`src/rtl/vram_access_unit.sv`:
```
// VRAM access sequencer: turns CPU register writes and VRR reads into single
// VRAM word accesses placed in the CPU slots left free by the display fetcher.
module vram_access_unit #(
  parameter int         ADDR_W   = 16,
  parameter logic [4:0] REG_MAWR = 5'h00,
  parameter logic [4:0] REG_MARR = 5'h01,
  parameter logic [4:0] REG_VWR  = 5'h02
) (
  input  logic              clock,
  input  logic              reset_n,
  input  logic              wr_en,
  input  logic              wr_msb,
  input  logic [4:0]        wr_reg,
  input  logic [7:0]        wr_data,
  input  logic              vrr_rd_msb,
  input  logic [1:0]        incr_sel,
  input  logic              slot_free,
  output logic [ADDR_W-1:0] vram_addr,
  output logic              vram_we,
  output logic              vram_re,
  output logic [15:0]       vram_wdata,
  input  logic [15:0]       vram_rdata,
  output logic [15:0]       vrr_data,
  output logic              busy,
  output logic              dropped
);

  localparam int HI = ADDR_W - 1;

  // Handshake: the scheduler offers a slot with slot_free; a strobe (we/re)
  // is raised only while a request is pending and the slot is free, and the
  // access is consumed at that same rising edge.
  typedef enum logic [1:0] {IDLE, WPEND, RPEND, RWAIT} state_t;

  state_t            state, state_nx;
  logic [ADDR_W-1:0] mawr, marr, inc;
  logic [15:0]       wlatch;
  logic              wt, rt, marr_msb_wr, drop_nx;

  assign wt          = wr_en && wr_msb && (wr_reg == REG_VWR);
  assign marr_msb_wr = wr_en && wr_msb && (wr_reg == REG_MARR);
  assign rt          = marr_msb_wr || vrr_rd_msb;

  always_comb begin
    case (incr_sel)
      2'b00:   inc = ADDR_W'(1);
      2'b01:   inc = ADDR_W'(32);
      2'b10:   inc = ADDR_W'(64);
      default: inc = ADDR_W'(128);
    endcase
  end

  always_comb begin
    state_nx   = state;
    drop_nx    = 1'b0;
    vram_we    = 1'b0;
    vram_re    = 1'b0;
    vram_addr  = '0;
    vram_wdata = '0;
    case (state)
      IDLE: begin
        // a write beats a simultaneous read trigger; the read is lost
        if (wt) begin
          state_nx = WPEND;
          drop_nx  = rt;
        end else if (rt) begin
          state_nx = RPEND;
        end
      end
      WPEND: begin
        drop_nx    = wt || rt;
        vram_we    = slot_free;
        vram_addr  = mawr;
        vram_wdata = wlatch;
        if (slot_free) state_nx = IDLE;
      end
      RPEND: begin
        drop_nx   = wt || rt;
        vram_re   = slot_free;
        vram_addr = marr;
        if (slot_free) state_nx = RWAIT;
      end
      RWAIT: begin
        drop_nx  = wt || rt;
        state_nx = IDLE;
      end
      default: state_nx = IDLE;
    endcase
  end

  always_ff @(posedge clock or negedge reset_n) begin
    if (!reset_n) begin
      state    <= IDLE;
      mawr     <= '0;
      marr     <= '0;
      wlatch   <= '0;
      vrr_data <= '0;
      busy     <= 1'b0;
      dropped  <= 1'b0;
    end else begin
      state   <= state_nx;
      busy    <= (state_nx != IDLE);
      dropped <= drop_nx;
      if (state == RWAIT) vrr_data <= vram_rdata;
      // increments first; a byte write in the same cycle overrides its lane
      if (state == WPEND && slot_free) mawr <= mawr + inc;
      if (vrr_rd_msb) marr <= marr + inc;
      if (wr_en && wr_reg == REG_MAWR) begin
        if (wr_msb) mawr[HI:8] <= wr_data[HI-8:0];
        else        mawr[7:0]  <= wr_data;
      end
      if (wr_en && wr_reg == REG_MARR) begin
        if (wr_msb) marr[HI:8] <= wr_data[HI-8:0];
        else        marr[7:0]  <= wr_data;
      end
      if (wr_en && wr_reg == REG_VWR) begin
        if (wr_msb) wlatch[15:8] <= wr_data;
        else        wlatch[7:0]  <= wr_data;
      end
    end
  end

endmodule

```
`config.mk`:
```
export PLATFORM = sky130hd
export DESIGN_NAME = vram_access_unit
export DESIGN_NICKNAME = d
export VERILOG_FILES = /design/src/rtl/vram_access_unit.sv
export SDC_FILE = /design/constraint.sdc
export NUM_CORES = 1
export LEC_CHECK = 0
export CAP_MARGIN = 20
export CORE_MARGIN = 5
export CORE_UTILIZATION = 51
export DETAILED_ROUTE_END_ITERATION = 8
export HOLD_SLACK_MARGIN = 0.03
export PLACE_DENSITY = 0.9
export SLEW_MARGIN = 0
export SYNTH_ARGS = -nofsm -noshare
export SYNTH_HDL_FRONTEND = slang
export SYNTH_SLANG_ARGS = --single-unit
```
`constraint.sdc`:
```
create_clock -name clock -period 3.2 [get_ports clock]
set_clock_uncertainty 0.15 [all_clocks]
set_input_delay 0.64 -clock clock [delete_from_list [all_inputs] [get_ports clock]]
set_output_delay 0.64 -clock clock [all_outputs]
set_load 0.05 [all_outputs]
```
* Word level (Yosys, flattened, before mapping) *
Index checks and enable logic that the tools add are counted.

word-level totals
  register bits = 68
  latch bits = 0
  RAM bits = 0
  bits in read-only memories = 0
  input port bits = 37
  output and inout port bits = 52
  logic and storage cells = 54
  memories kept = 0

cells by class
  add/subtract/negate cells = 2
  multiply operators = 0
  div/mod/pow operators = 0
  magnitude comparators = 0
  equality and inequality tests = 7
  shifts and indexed selects = 0
  mux-type cells = 20
  bitwise gates (word level) = 1
  reductions and logical operators = 16

operators by type and width
  cell                                                                   count
  16-bit 2-to-1 mux                                                      5
  16-bit adder                                                           2
  8-bit 2-to-1 mux                                                       4
  16-bit case mux with 2 select lines                                    1
  8-bit case mux with 3 select lines                                     1
  2-bit 2-to-1 mux                                                       4
  2-bit case mux with 4 select lines                                     1
  1-bit logical AND                                                      7
  2-bit equality test, second input constant                             3
  5-bit by 1-bit equality test with 1-bit output, second input constant  1
  5-bit by 2-bit equality test with 1-bit output, second input constant  1
  5-bit logical NOT                                                      1
  2-bit by 1-bit equality test with 1-bit output, second input constant  2
  2-bit logical NOT                                                      2
  2-bit AND reduction                                                    2
  1-bit 2-to-1 mux                                                       3
  3-bit OR reduction                                                     1
  1-bit logical OR                                                       2
  1-bit case mux with 2 select lines                                     1
  2-bit nonzero test                                                     1
  1-bit NOT                                                              1

* Longest topological paths before layout *
Gate-level depths: netlist of the first run.

  word-level depth = 7
  mapped depth = 9
  mapped depth without buffers = 8

* Least setup slack after synthesis of the first run *
No wires, ideal clock.

  path type = in2reg
  start point = input port incr_sel[0]
  end point = register mawr[15]
  setup time = 0.082 ns
  arrival = 2.591 ns
  data required time = 2.968 ns
  setup slack = 0.377 ns
  cell stages on the path = 8
  buffers on the path = 1
  cells stage by stage = buf_4 and2_1 ha_1 nor2_1 a2111o_1 or2_4 or4_1 a31oi_1

on the way
  word-level cells in the longest chain between the ends = 6
  elaborated cells on any way between the ends = 8
  those cells by class = add/sub (1); eq/ne (2); mux (4); reduce/logical (1)

RTL lines
  what                                         line  text
  start: declaration                           16    input logic [1:0] incr_sel,
  2-bit equality test (tied with other cells)  45    case (incr_sel)
  8-bit case mux with 3 select lines *         45
  16-bit adder *                               106   if (state == WPEND && slot_free) mawr <= mawr + inc;
  16-bit 2-to-1 mux *                          106
  8-bit 2-to-1 mux                             109   if (wr_msb) mawr[HI:8] <= wr_data[HI-8:0];
  16-bit 2-to-1 mux *                          108   if (wr_en && wr_reg == REG_MAWR) begin
  end signal: assignment                       106
  end signal: indexed assignment               109
  end: declaration                             36    logic [ADDR_W-1:0] mawr, marr, inc;

Mark *: on every way between the ends. The rest lies on a longest branch, timed or not.
A chain may end at the register's enable or synchronous reset.

* Final worst setup path of the first run *
  start point = register state[0]
  end point = output port vram_addr[10]

on the way
  word-level cells in the longest chain between the ends = 2
  elaborated cells on any way between the ends = 3
  those cells by class = eq/ne (2); mux (1)

RTL lines
  what                                                                                   line  text
  start: declaration                                                                     35    state_t state, state_nx;
  start signal: assignment                                                               101   state <= state_nx;
  2-bit equality test or 2-bit by 1-bit equality test with 1-bit output (tied branches)  60    case (state)
  16-bit case mux with 2 select lines *                                                  60
  end: declaration                                                                       18    output logic [ADDR_W-1:0] vram_addr,

Marked as above.

==> results of run 1 <==
where the power goes:
part	leakage, nW	internal, mW	total, mW	switching [mW]
Sequential	0.852	1.15	1.47	0.314
Combinational	1.40	1.11	2.65	1.54
Clock	0.101	0.372	0.767	0.395
layer usage:
layer  track usage  up-vias
met2         0.432      215
met1         0.319     1843
met3        0.0561       50
met5             0        -
li1              -     1736
met4         0.145        0
how the worst max path moves through the flow:
stage | start | endpoint | slack [ns] | cells past startpoint
floorplan | incr_sel[0] | mawr[15]$_DFF_PN0_ | 0.38 | 8
global placement | incr_sel[0] | mawr[15]$_DFF_PN0_ | 0.04 | 8
detailed placement | incr_sel[1] | mawr[14]$_DFF_PN0_ | -0.03 | 10
CTS | state[0]$_DFF_PN0_ | vram_addr[13] | 0.17 | 5
global route | state[0]$_DFF_PN0_ | vram_addr[12] | 0.04 | 5
finish | state[0]$_DFF_PN0_ | vram_addr[10] | 0.15 | 5
kinds of logic (layout without fill, tap and decap cells):
| family | Yosys count | after routing | share of synthesized area |
|---|---|---|---|
| adder cells (fa/ha/maj) | 10 | 10 | 0.0308 |
| multiplexers | 38 | 38 | 0.104 |
| flip-flops | 68 | 68 | 0.419 |
| buffers and inverters | 39 | 150 | 0.0404 |
| AO/OA/AOI/OAI | 102 | 102 | 0.169 |
| AND/OR/NAND/NOR | 144 | 144 | 0.201 |
| XOR/XNOR | 17 | 17 | 0.0367 |
flip-flops by register name, indices dropped and copies added (netlist names):
name / cells
busy: 1
mawr: 16
dropped: 1
marr: 16
wlatch: 16
vrr_data: 16
state: 2
worst max-delay path, stage by stage (launching register included):
cell and delay (ns):
dfrtp_1 0.47, inv_1 0.13, ha_1 0.62, a22oi_1 0.25, nor2b_1 0.26, buf_12 0.17
cell usage in the layout, fill, tap and decap left out, types with 4 or more instances in the layout:
master            n
nand3_1          10
xor2_1           10
dfrtp_1          68
o21ai_0          26
o311ai_0          5
xnor2_1           7
clkdlybuf4s50_1  53
and3_1            7
buf_4            51
buf_12           17
a31oi_1          13
inv_1            11
mux2i_1           5
mux2_2           33
a22oi_1          16
or3_1             4
and2_1           20
clkbuf_8          9
a21oi_1          15
inv_6             4
nor2b_1          18
o31ai_1           4
nand2_1          37
ha_1             10
nand4_1           4
nor2_1           15
or4_1             6
layout make-up:
class | instances | area [sq um] | area share
Clock buffer | 9 | 124 | 0.0224
Clock inverter | 7 | 81.3 | 0.0147
Inverter | 12 | 45.0 | 0.00813
Multi-Input combinational cell | 311 | 2200 | 0.397
Sequential cell | 68 | 1700 | 0.307
Tap cell | 102 | 128 | 0.0230
Timing Repair Buffer | 122 | 1260 | 0.227
==> results summary, run 1 <==
Buffers inserted during clock tree synthesis total 9. The area of the mapped netlist is 4060 sq um. The number of global-route vias before repair is ~4,000. The initial core utilization came out at 0.525. The worst hold path belongs to the class primary input to async pin.

The count of maximum capacitance violations is 0. The tree is rooted in a clkbuf_8. The core occupancy in the finished layout is 0.717.

The number of nets with antenna violations after routing is 0. In this run, the number of DRC markers left after iteration 0 of detailed routing was between 300 and 400. The maximum level of the CTS H-tree is 3. The floorplan step set the die width to 99.2 um.

The number of setup buffers added after CTS came out at 0. The die boundary height is between 90 and 100 um. The number of warnings printed during yosys synthesis is 0. Data on the critical path arrives at its endpoint at ~2.3 ns. The die covers approximately 9800 sq um.

The number of cell rows is 32. The count of clock tree sinks is 68. From synthesis to final layout, the design area changed by 36.4%. The post-place instance area is between 5000 and 6000 sq um. Across all setup checks in the final design, the least slack found is approximately 0.15 ns. The total count of max-transition violations in the final report is 0. The initial antenna violation count came out at 0.

The total of flip-flops plus latches after synthesis came out at between 60 and 70. STA classifies the critical path startpoint as a flip-flop. The residual overflow from global routing is 0. Of all cell types, the one taking the most synthesized area is dfrtp_1. No sink is reached through more buffers than the 2 on the longest clock path. The cell count after synthesis came out at 418. The latest clock arrival within the worst-skew pair is approximately 0.36 ns. Among all cell types in the netlist, the one instantiated most often is dfrtp_1.

The average via count per standard cell came out at approximately 6.1. At the placement stage, the worst setup path has a slack of -0.0296 ns. The number of antenna diodes in the final layout is 0. The clock-pin slew of the registers on the worst-case setup and hold paths is 0.08 ns.

STA classifies the critical path endpoint as an output port. Counting every net in the synthesized netlist gives between 400 and 500. Summed over all cells, the static leakage comes to 2.35 nW.

Of the available clock period, the critical path in the final layout requires 0.953. Setup repair after global routing left no endpoint under its margin. The register-to-register setup slack is 0.64 ns. The fraction of synthesized cell area taken by the top area cell type came out at 0.419. The routed metal-1 wire length is 4730 um.

The endpoint required time on the critical path is approximately 2.4 ns. The first global-routing pass estimated 20,300 um of wire. The final net count came out at around 570. In the global route stage, overall resource usage came out at 0.262. The layout filler cell count came out at 513. The wire length per cell is between 15 and 20 um.

In the routed design, unresolved DRC markers number 0. Based on the critical path, the design can be clocked at up to between 300 and 400 MHz. After routing, the total negative slack on setup checks comes to 0 ns. The count of buffers from port buffering came out at 88. Detailed placement finished with a half-perimeter wire length of about 9000 um. The number of placed instances, taps included came out at between 600 and 700.

The worst register-to-register path ends at mawr[15]$_DFF_PN0_. The critical path is of the flip-flop to output port type. The number of standard cells in the layout, taps in and fillers out came out at around 630.

The relative slew slack came out at 0.531. The per-instance average area after synthesis came out at roughly 10 sq um. By area the synthesized netlist is led by dfrtp_1 (42%), mux2_2 (9.2%), nand2_1 (3.4%), o21ai_0 (3.2%), and2_1 (3.1%). The prevailing post-synth register cell is dfrtp_1. The routed layout has 3,844 vias. The number of failing hold endpoints at the final stage is 0. The detailed-routed wire length on met3 came out at 1070 um.

The number of cells on the worst reg-to-reg path is 7. The time the final worst path needs with I/O delays and setup is roughly 3.1 ns. The top-level port count is 89. The area inside the core boundary came out at around 7700 sq um. Setup violations remaining at the end of the flow were counted as 0. In the final layout, the share of cells above drive strength 1 is 0.242. The number of unique standard cell types used by synthesis is 55. The fraction of registers with async set/reset came out at 1.00.

The synthesized design contains 0 enable-type register cells. The final weighted congestion of routability-driven global placement came out at 0.907. The number of cells upsized or downsized after cts is 0. The post-route cell area came out at ~5500 sq um. The highest ir drop seen on vdd is about 0.4 mV. The areal power density over the cells is roughly 880 nW/um^2. The first-pass iteration count of the detailed router is 7. Hold is met by 0.103 ns.

The run finished with clean final reports. The wire length reported by the detailed router came out at about 13,000 um. In this run the critical register-to-register path is launched from state[1]$_DFF_PN0_.

After clock tree synthesis, the flow added hold-fix buffers numbering 0. TritonCTS built the clock tree. In the detailed route, the total length drawn on met2 is 6300 um. The sequential area share after synthesis is 0.419. Entering global routing, the biggest net connects 25 pins.

The transition time at the pin with the least slew margin came out at 0.703 ns. The total chip power came out at just under 5 mW. Sorting the synthesized cells by how often they occur yields dfrtp_1 (68), nand2_1 (37), mux2_2 (33). The detailed router used layers up to and including met4. The highest net fanout along the worst path came out at 18.
Note: power is estimated with default switching activity, not from simulation.
==> run 2: changes to the inputs <==
--- a/config.mk
+++ b/config.mk
@@ -6,11 +6,13 @@
 export NUM_CORES = 1
 export LEC_CHECK = 0
 export CAP_MARGIN = 20
+export CELL_PAD_IN_SITES_DETAIL_PLACEMENT = 0
+export CELL_PAD_IN_SITES_GLOBAL_PLACEMENT = 1
 export CORE_MARGIN = 5
-export CORE_UTILIZATION = 51
+export CORE_UTILIZATION = 39
 export DETAILED_ROUTE_END_ITERATION = 8
 export HOLD_SLACK_MARGIN = 0.03
-export PLACE_DENSITY = 0.9
+export PLACE_DENSITY = 0.91
 export SLEW_MARGIN = 0
 export SYNTH_ARGS = -nofsm -noshare
 export SYNTH_HDL_FRONTEND = slang
==> run 2 against run 1 <==
- critical path depth increased by 1
- critical endpoint is now vram_wdata[0]
- die area increased by 27%
- clock power decreased by 2%
- cell area increased by 0.52%
- sequential cell count unchanged
- via count decreased by 4.3%
- sequential power about the same
- power decreased by 1.8%
- setup slack improved by 0.11 ns
- register-to-register slack got worse by 0.08 ns
- maximum frequency increased by 3.6%
- largest cell class unchanged
==> results summary, run 2 (synthesis gave the netlist of run 1 again) <==
The total internal power came out at around 2.6 mW. The final setup violation count came out at 0. The total count of max-transition violations in the final report is 0.

For this run, the total global-route usage over all layers was measured as 0.188. Entering global routing, the biggest net connects 26 pins. The endpoint required time on the critical path is approximately 2.4 ns. The time the final worst path needs with I/O delays and setup came out at between 2 and 3 ns. Once detail routing completed, the nets flagged for antenna violations numbered 0. The post-route cell area came out at between 5000 and 6000 sq um. The switching part of the total power came out at 0.453. The switching power total is approximately 2.2 mW.

The number of setup buffers added after CTS is 0. The floorplan step defined a core boundary enclosing around 10,000 sq um. The worst setup path is captured at an output port.

The layout has between 800 and 900 filler cells. The final sum of negative setup slack came out at 0 ns. The number of antenna repair diodes came out at 0. Along the worst path, the maximum fanout reaches 16. The initial utilization of the core area, before any placement, comes to 0.397. The worst setup path is of the flip-flop to output port kind. The achievable clock frequency is between 300 and 400 MHz. The CTS tree is built. The number of global-route vias before repair came out at 3,668. The fraction of power consumed by the clock network came out at 0.157. The first-pass iteration count of the detailed router is 5. Leaving out fill and tap cells, the most frequent cells in the layout are dfrtp_1 (68), clkdlybuf4s50_1 (53), buf_4 (49), nand2_1 (37), mux2_2 (33). The post-place instance area is roughly 5400 sq um. The run finished with clean final reports. The HPWL after detailed placement is between 8000 and 9000 um. The final net count came out at about 570. The TritonCTS buffer count is 9. The highest ir drop seen on vdd came out at 0.506 mV.

The fraction of power consumed by combinational cells is 0.541. Compared with the post-synthesis result, the final layout area differs by 37.1%. The initial antenna violation count came out at 0. The die width is about 110 um. The top-level port count came out at 89.

The areal power density over the cells came out at between 800 and 900 nW/um^2. The path class of the tightest hold or removal check is primary input to async pin. The count of maximum capacitance violations came out at 0. Setup repair after global routing left no endpoint under its margin. The number of buffers inserted for hold repair after clock tree synthesis is 0. The number of cell rows is 37. The average via count per standard cell is between 5 and 6. The number of placed instances, taps included, is roughly 650. The transition time at the pin with the least slew margin came out at 0.665 ns. After the first detailed-routing iteration, the DRC count stood at roughly 180. The number of failing hold endpoints at the final stage came to 0. The count of clock tree sinks is between 60 and 70. For this design the static power due to leakage is between 2 and 2.5 nW. The arrival time reported for the critical path endpoint came out at 2.15 ns. The wire length reported by the detailed router is roughly 12,000 um. The die boundary height is 112 um. The wire length of the first global-routing pass is between 15,000 and 20,000 um. The number of standard cells in the layout, taps in and fillers out is 663. The cell sitting at the root of the clock tree is a clkbuf_8. The congestion estimate from routability-driven global placement came to approximately 0.87. The count of buffers from port buffering is about 90. In this run the tightest slew margin relative to its limit is 0.557. The total number of vias came out at between 3,000 and 4,000. The sequential share of power came out at 0.302. The wire length per cell is 17.5 um. The detailed-route DRC error count is 0.

The commonest non-fill, non-tap cell in the layout is dfrtp_1. Of the cells placed in the final design, the portion with a size suffix greater than 1 is 0.239. The clock-pin slew of the registers on the worst-case setup and hold paths came out at approximately 0.080 ns.

The number of cells upsized or downsized after cts came out at 0. Dividing the final minimum period by the clock period gives 0.920. The number of buffers between clock root and the deepest sink came out at 2. The maximum level of the CTS H-tree is 3. The overall die area came out at 12,600 sq um. The latest clock arrival within the worst-skew pair came out at 0.35 ns. The critical path startpoint category is a flip-flop. The core occupancy in the finished layout is 0.544. The residual overflow from global routing is 0.
[run 2: changes by cell type in the layout (fill, tap and decap cells not counted), sizes merged]
cell  delta
buf      -2
[run 2: path summary, 6_finish.rpt]
path	startpoint	end	slack [ns]	cells past startpoint
min in group clock	wlatch[4]$_DFFE_PN0P_	wlatch[4]$_DFFE_PN0P_	0.36	1
hold reg to reg	wlatch[4]$_DFFE_PN0P_	wlatch[4]$_DFFE_PN0P_	0.36	1
setup reg to reg	state[1]$_DFF_PN0_	mawr[15]$_DFF_PN0_	0.56	7
hold / removal	reset_n	mawr[2]$_DFF_PN0_	0.08	1
setup / recovery	state[1]$_DFF_PN0_	vram_wdata[0]	0.26	6
max in group asynchronous	reset_n	vrr_data[13]$_DFFE_PN0N_	2.12	2
[run 2: final cells by class]
class,count,area (sq um),share of cell area
multi-input combinational,311,2200,0.396
sequential,68,1700,0.306
timing repair buffer,120,1240,0.223
tap,136,170,0.0306
clock buffer,9,124,0.0222
clock inverter,7,81.3,0.0146
inverter,12,45.0,0.00809
[run 2: routing by layer]
metal  vias up  wire, um  global-route usage
li1       1735         -                   -
met1      1795      4820               0.237
met2       122      5830               0.325
met3        26       626              0.0340
met4         0       300              0.0681
met5         -         0                   0
[run 2: through the flow]
stage	hold WS [ns]	power (mW)	setup WS [ns]
6_report	0.0773	4.79	0.256
4_1_cts	0.0872	4.81	0.269
5_1_grt	0.108	5.05	0.0436
2_1_floorplan	0.194	3.01	0.377
3_5_place_dp	0.339	4.05	-0.00266
3_3_place_gp	0.333	3.98	0.0316
[run 2: critical path, stage by stage (launching register included)]
cell and delay, ns:
dfrtp_1 0.43, inv_1 0.09, ha_1 0.47, buf_4 0.26, buf_4 0.19, and2_1 0.16, buf_4 0.20
[run 2: power by group through the flow]
stage	registers, mW	clock network [mW]	logic, mW
2_1_floorplan	1.77	0	1.24
3_3_place_gp	1.44	0	2.54
3_5_place_dp	1.46	0	2.59
4_1_cts	1.44	0.767	2.60
5_1_grt	1.49	0.814	2.74
6_report	1.45	0.754	2.59
==> run 3: changes to the inputs <==
--- a/config.mk
+++ b/config.mk
@@ -8,7 +8,7 @@
 export CAP_MARGIN = 20
 export CELL_PAD_IN_SITES_DETAIL_PLACEMENT = 0
 export CELL_PAD_IN_SITES_GLOBAL_PLACEMENT = 1
-export CORE_MARGIN = 5
+export CORE_ASPECT_RATIO = 0.5
 export CORE_UTILIZATION = 39
 export DETAILED_ROUTE_END_ITERATION = 8
 export HOLD_SLACK_MARGIN = 0.03
==> run 3 against run 2 <==
- core utilization increased by 5.8 points
- sequential share of layout area decreased by 1.6 points
- critical path depth decreased by 1
- cell area increased by 5.5%
- die area decreased by 14%
- maximum frequency decreased by 1.0%
- non-clock buffer count decreased by 7
- worst hold slack improved by 0.16 ns
- final cell count decreased by 1.2%
- combinational power about the same
- critical endpoint is now vram_addr[8]
- largest power group unchanged
- highest routed layer unchanged
==> results summary, run 3 (synthesis gave the netlist of run 1 again) <==
The flow ran to the end, and the final reports show no timing, DRC or antenna violations. The startpoint-to-endpoint class of the critical path is flip-flop to output port. The final setup slack of the worst path came out at between 0.2 and 0.25 ns.

The achievable clock frequency is ~340 MHz. The wire length reported by the detailed router came out at roughly 11,000 um. The kind of path behind the tightest hold check is primary input to async pin. Across the VDD grid, the largest voltage drop is around 0.34 mV. OpenSTA, run right after detailed placement, puts the worst setup slack at -0.0105 ns. The fraction of power consumed by the clock network is 0.218. Once the clock tree was built, the setup fixing pass inserted 0 buffers. The multi-input combinational cells in the finished layout cover a total of between 2000 and 2500 sq um. The die width is 146 um. The slowest stage of the critical path belongs to the cell ha_1.

The final weighted congestion of routability-driven global placement is around 0.86. Of the available clock period, the critical path in the final layout requires 0.929. The core occupancy in the finished layout is 0.602.

Of the total power, the share spent switching nets is 0.413. The type of element capturing the critical path is an output port. The total number of vias is 3,634. The maximum level of the CTS H-tree came out at 3. The areal power density over the cells came out at 887 nW/um^2. In this run the tightest slew margin relative to its limit is 0.468. The internal portion of the total power is 3.06 mW. The sequential share of power came out at 0.278.

Clock tree synthesis selected as its root buffer the cell clkbuf_16. The detailed-route DRC error count is 0. The highest net fanout along the worst path is 18. The first-pass iteration count of the detailed router came out at 5. The worst stage delay on the critical path is about 0.61 ns.

Clock-pin slew was measured on the worst setup and hold paths at 0.06 ns. The number of failing hold endpoints at the final stage is 0. Setup repair after global routing left no endpoint under its margin. The area added between synthesis and finish is 44.7%.

The latest clock arrival within the worst-skew pair is around 0.33 ns. The initial core utilization is 0.416. The TritonCTS buffer count came out at 9. The wire length per cell is ~17 um. The number of nets with antenna violations after routing is 0. The count of maximum capacitance violations came out at 0. The count of buffers from port buffering is just under 90.

At the pin with the least slew margin, the transition time is approximately 0.8 ns. The sequential cells in the finished layout cover a total of 1700 sq um. The fraction of power consumed by combinational cells came out at 0.503.

Once the clock tree was built, the resizer swapped 0 gates to a different size. The die covers 10,800 sq um. The library cell used most frequently in the layout, excluding fill and tap cells, is dfrtp_1.

The final net count came out at 562. The number of buffers inserted for hold repair after clock tree synthesis is 0. Traced cell by cell, the critical path runs through inv_1, ha_1, a22oi_1, nor2b_1, buf_12.

The endpoint required time on the critical path came out at around 2.4 ns. 0 antenna diodes ended up in the layout. No sink is reached through more buffers than the 2 on the longest clock path.

Setup violations remaining at the end of the flow were counted as 0. The residual overflow from global routing is 0. 89 I/O pins were placed. For the worst setup path, the data arrival time is approximately 2.2 ns. The share of post-route cells with drive strength above 1 is 0.227.

The leakage component of the power came out at ~2.4 nW. The layout filler cell count came out at slightly above 800. The number of global-route vias before repair was between 3,000 and 4,000. The number of DRC markers after the initial detailed-route iteration is a little under 300. The total chip power is 5.21 mW. Leaving out fill and tap cells, the most frequent cells in the layout are dfrtp_1 (68), clkdlybuf4s50_1 (53), nand2_1 (37), buf_12 (35), mux2_2 (33).

The largest net degree at the start of global routing is 36. The area inside the core boundary is 9760 sq um. The detailed placement HPWL is approximately 8000 um.

Using the TritonRoute via totals, the vias-per-cell ratio works out to around 5.5. The initial antenna violation count is 0. For this run, the total global-route usage over all layers was measured as 0.214. The number of buffer and inverter instances along the worst setup path is 2. CTS saw about 70 sinks. The die boundary height came out at ~74 um. TritonCTS built the clock tree. The time the final worst path needs with I/O delays and setup came out at slightly below 3 ns. After routing, the total negative slack on setup checks comes to 0 ns. In this run the power spent charging and discharging nets is between 2 and 2.5 mW. The number of cell rows came out at 25. The worst setup path is launched from a flip-flop. The first global-routing pass estimated around 18,000 um of wire. On the critical path the largest part of the delay comes from adder cells. The total count of max-transition violations in the final report is 0.
==> run 3: cell types whose count changed in the layout (fill, tap and decap cells not counted), moves of 2 or more <==
cell	before	now
buf_12	17	35
inv_6	4	0
clkbuf_16	0	9
clkbuf_8	9	0
bufinv_16	1	3
buf_4	49	24
==> run 3: final cells by class <==
cell class              count  share of cell area
multi-input cells         311               0.375
flip-flops and latches     68               0.290
repair buffers            113               0.241
clock buffers              10              0.0390
well taps                 135              0.0288
clock inverters             6              0.0192
inverters                  12             0.00767
==> run 3: layer usage <==
layer | vias up | wire length (um) | GRT usage
met3 | 16 | 793 | 0.0540
met2 | 156 | 4620 | 0.319
met1 | 1756 | 5290 | 0.308
li1 | 1706 | - | -
met5 | - | 0 | 0
met4 | 0 | 182 | 0.0671
==> run 3: metrics by stage <==
stage / cell area, sq um / cells / hold WS (ns)
CTS: 5870 / 655 / 0.276
finish: 5870 / 655 / 0.234
global route: 5870 / 655 / 0.307
detailed placement: 5530 / 639 / 0.337
floorplan: 4060 / 418 / 0.194
global placement: 5530 / 639 / 0.329
==> run 3: power by group through the flow <==
stage               registers (mW)  clock network, mW  logic (mW)
finish                        1.45               1.14        2.62
global route                  1.50               1.20        2.78
CTS                           1.44               1.16        2.63
detailed placement            1.45                  0        2.62
global placement              1.44                  0        2.59
floorplan                     1.77                  0        1.24
==> run 3: path summary, 6_finish.rpt <==
kind	to	slack, ns	depth (start not counted)	start
min in group clock	wlatch[13]$_DFFE_PN0P_	0.35	1	wlatch[13]$_DFFE_PN0P_
setup reg to reg	mawr[8]$_DFF_PN0_	0.81	8	mawr[0]$_DFF_PN0_
hold reg to reg	wlatch[13]$_DFFE_PN0P_	0.35	1	wlatch[13]$_DFFE_PN0P_
max in group asynchronous	wlatch[13]$_DFFE_PN0P_	2.00	2	reset_n
hold / removal	marr[0]$_DFF_PN0_	0.23	1	reset_n
setup / recovery	vram_addr[8]	0.23	5	state[0]$_DFF_PN0_
==> run 3: worst register-to-register path, cell delays in order, from the launching register on <==
cell      delay, ns
dfrtp_1        0.41
ha_1           0.24
ha_1           0.20
and4_1         0.24
o311ai_0       0.48
buf_4          0.21
a21oi_1        0.08
xnor2_1        0.14
o21ai_0        0.17
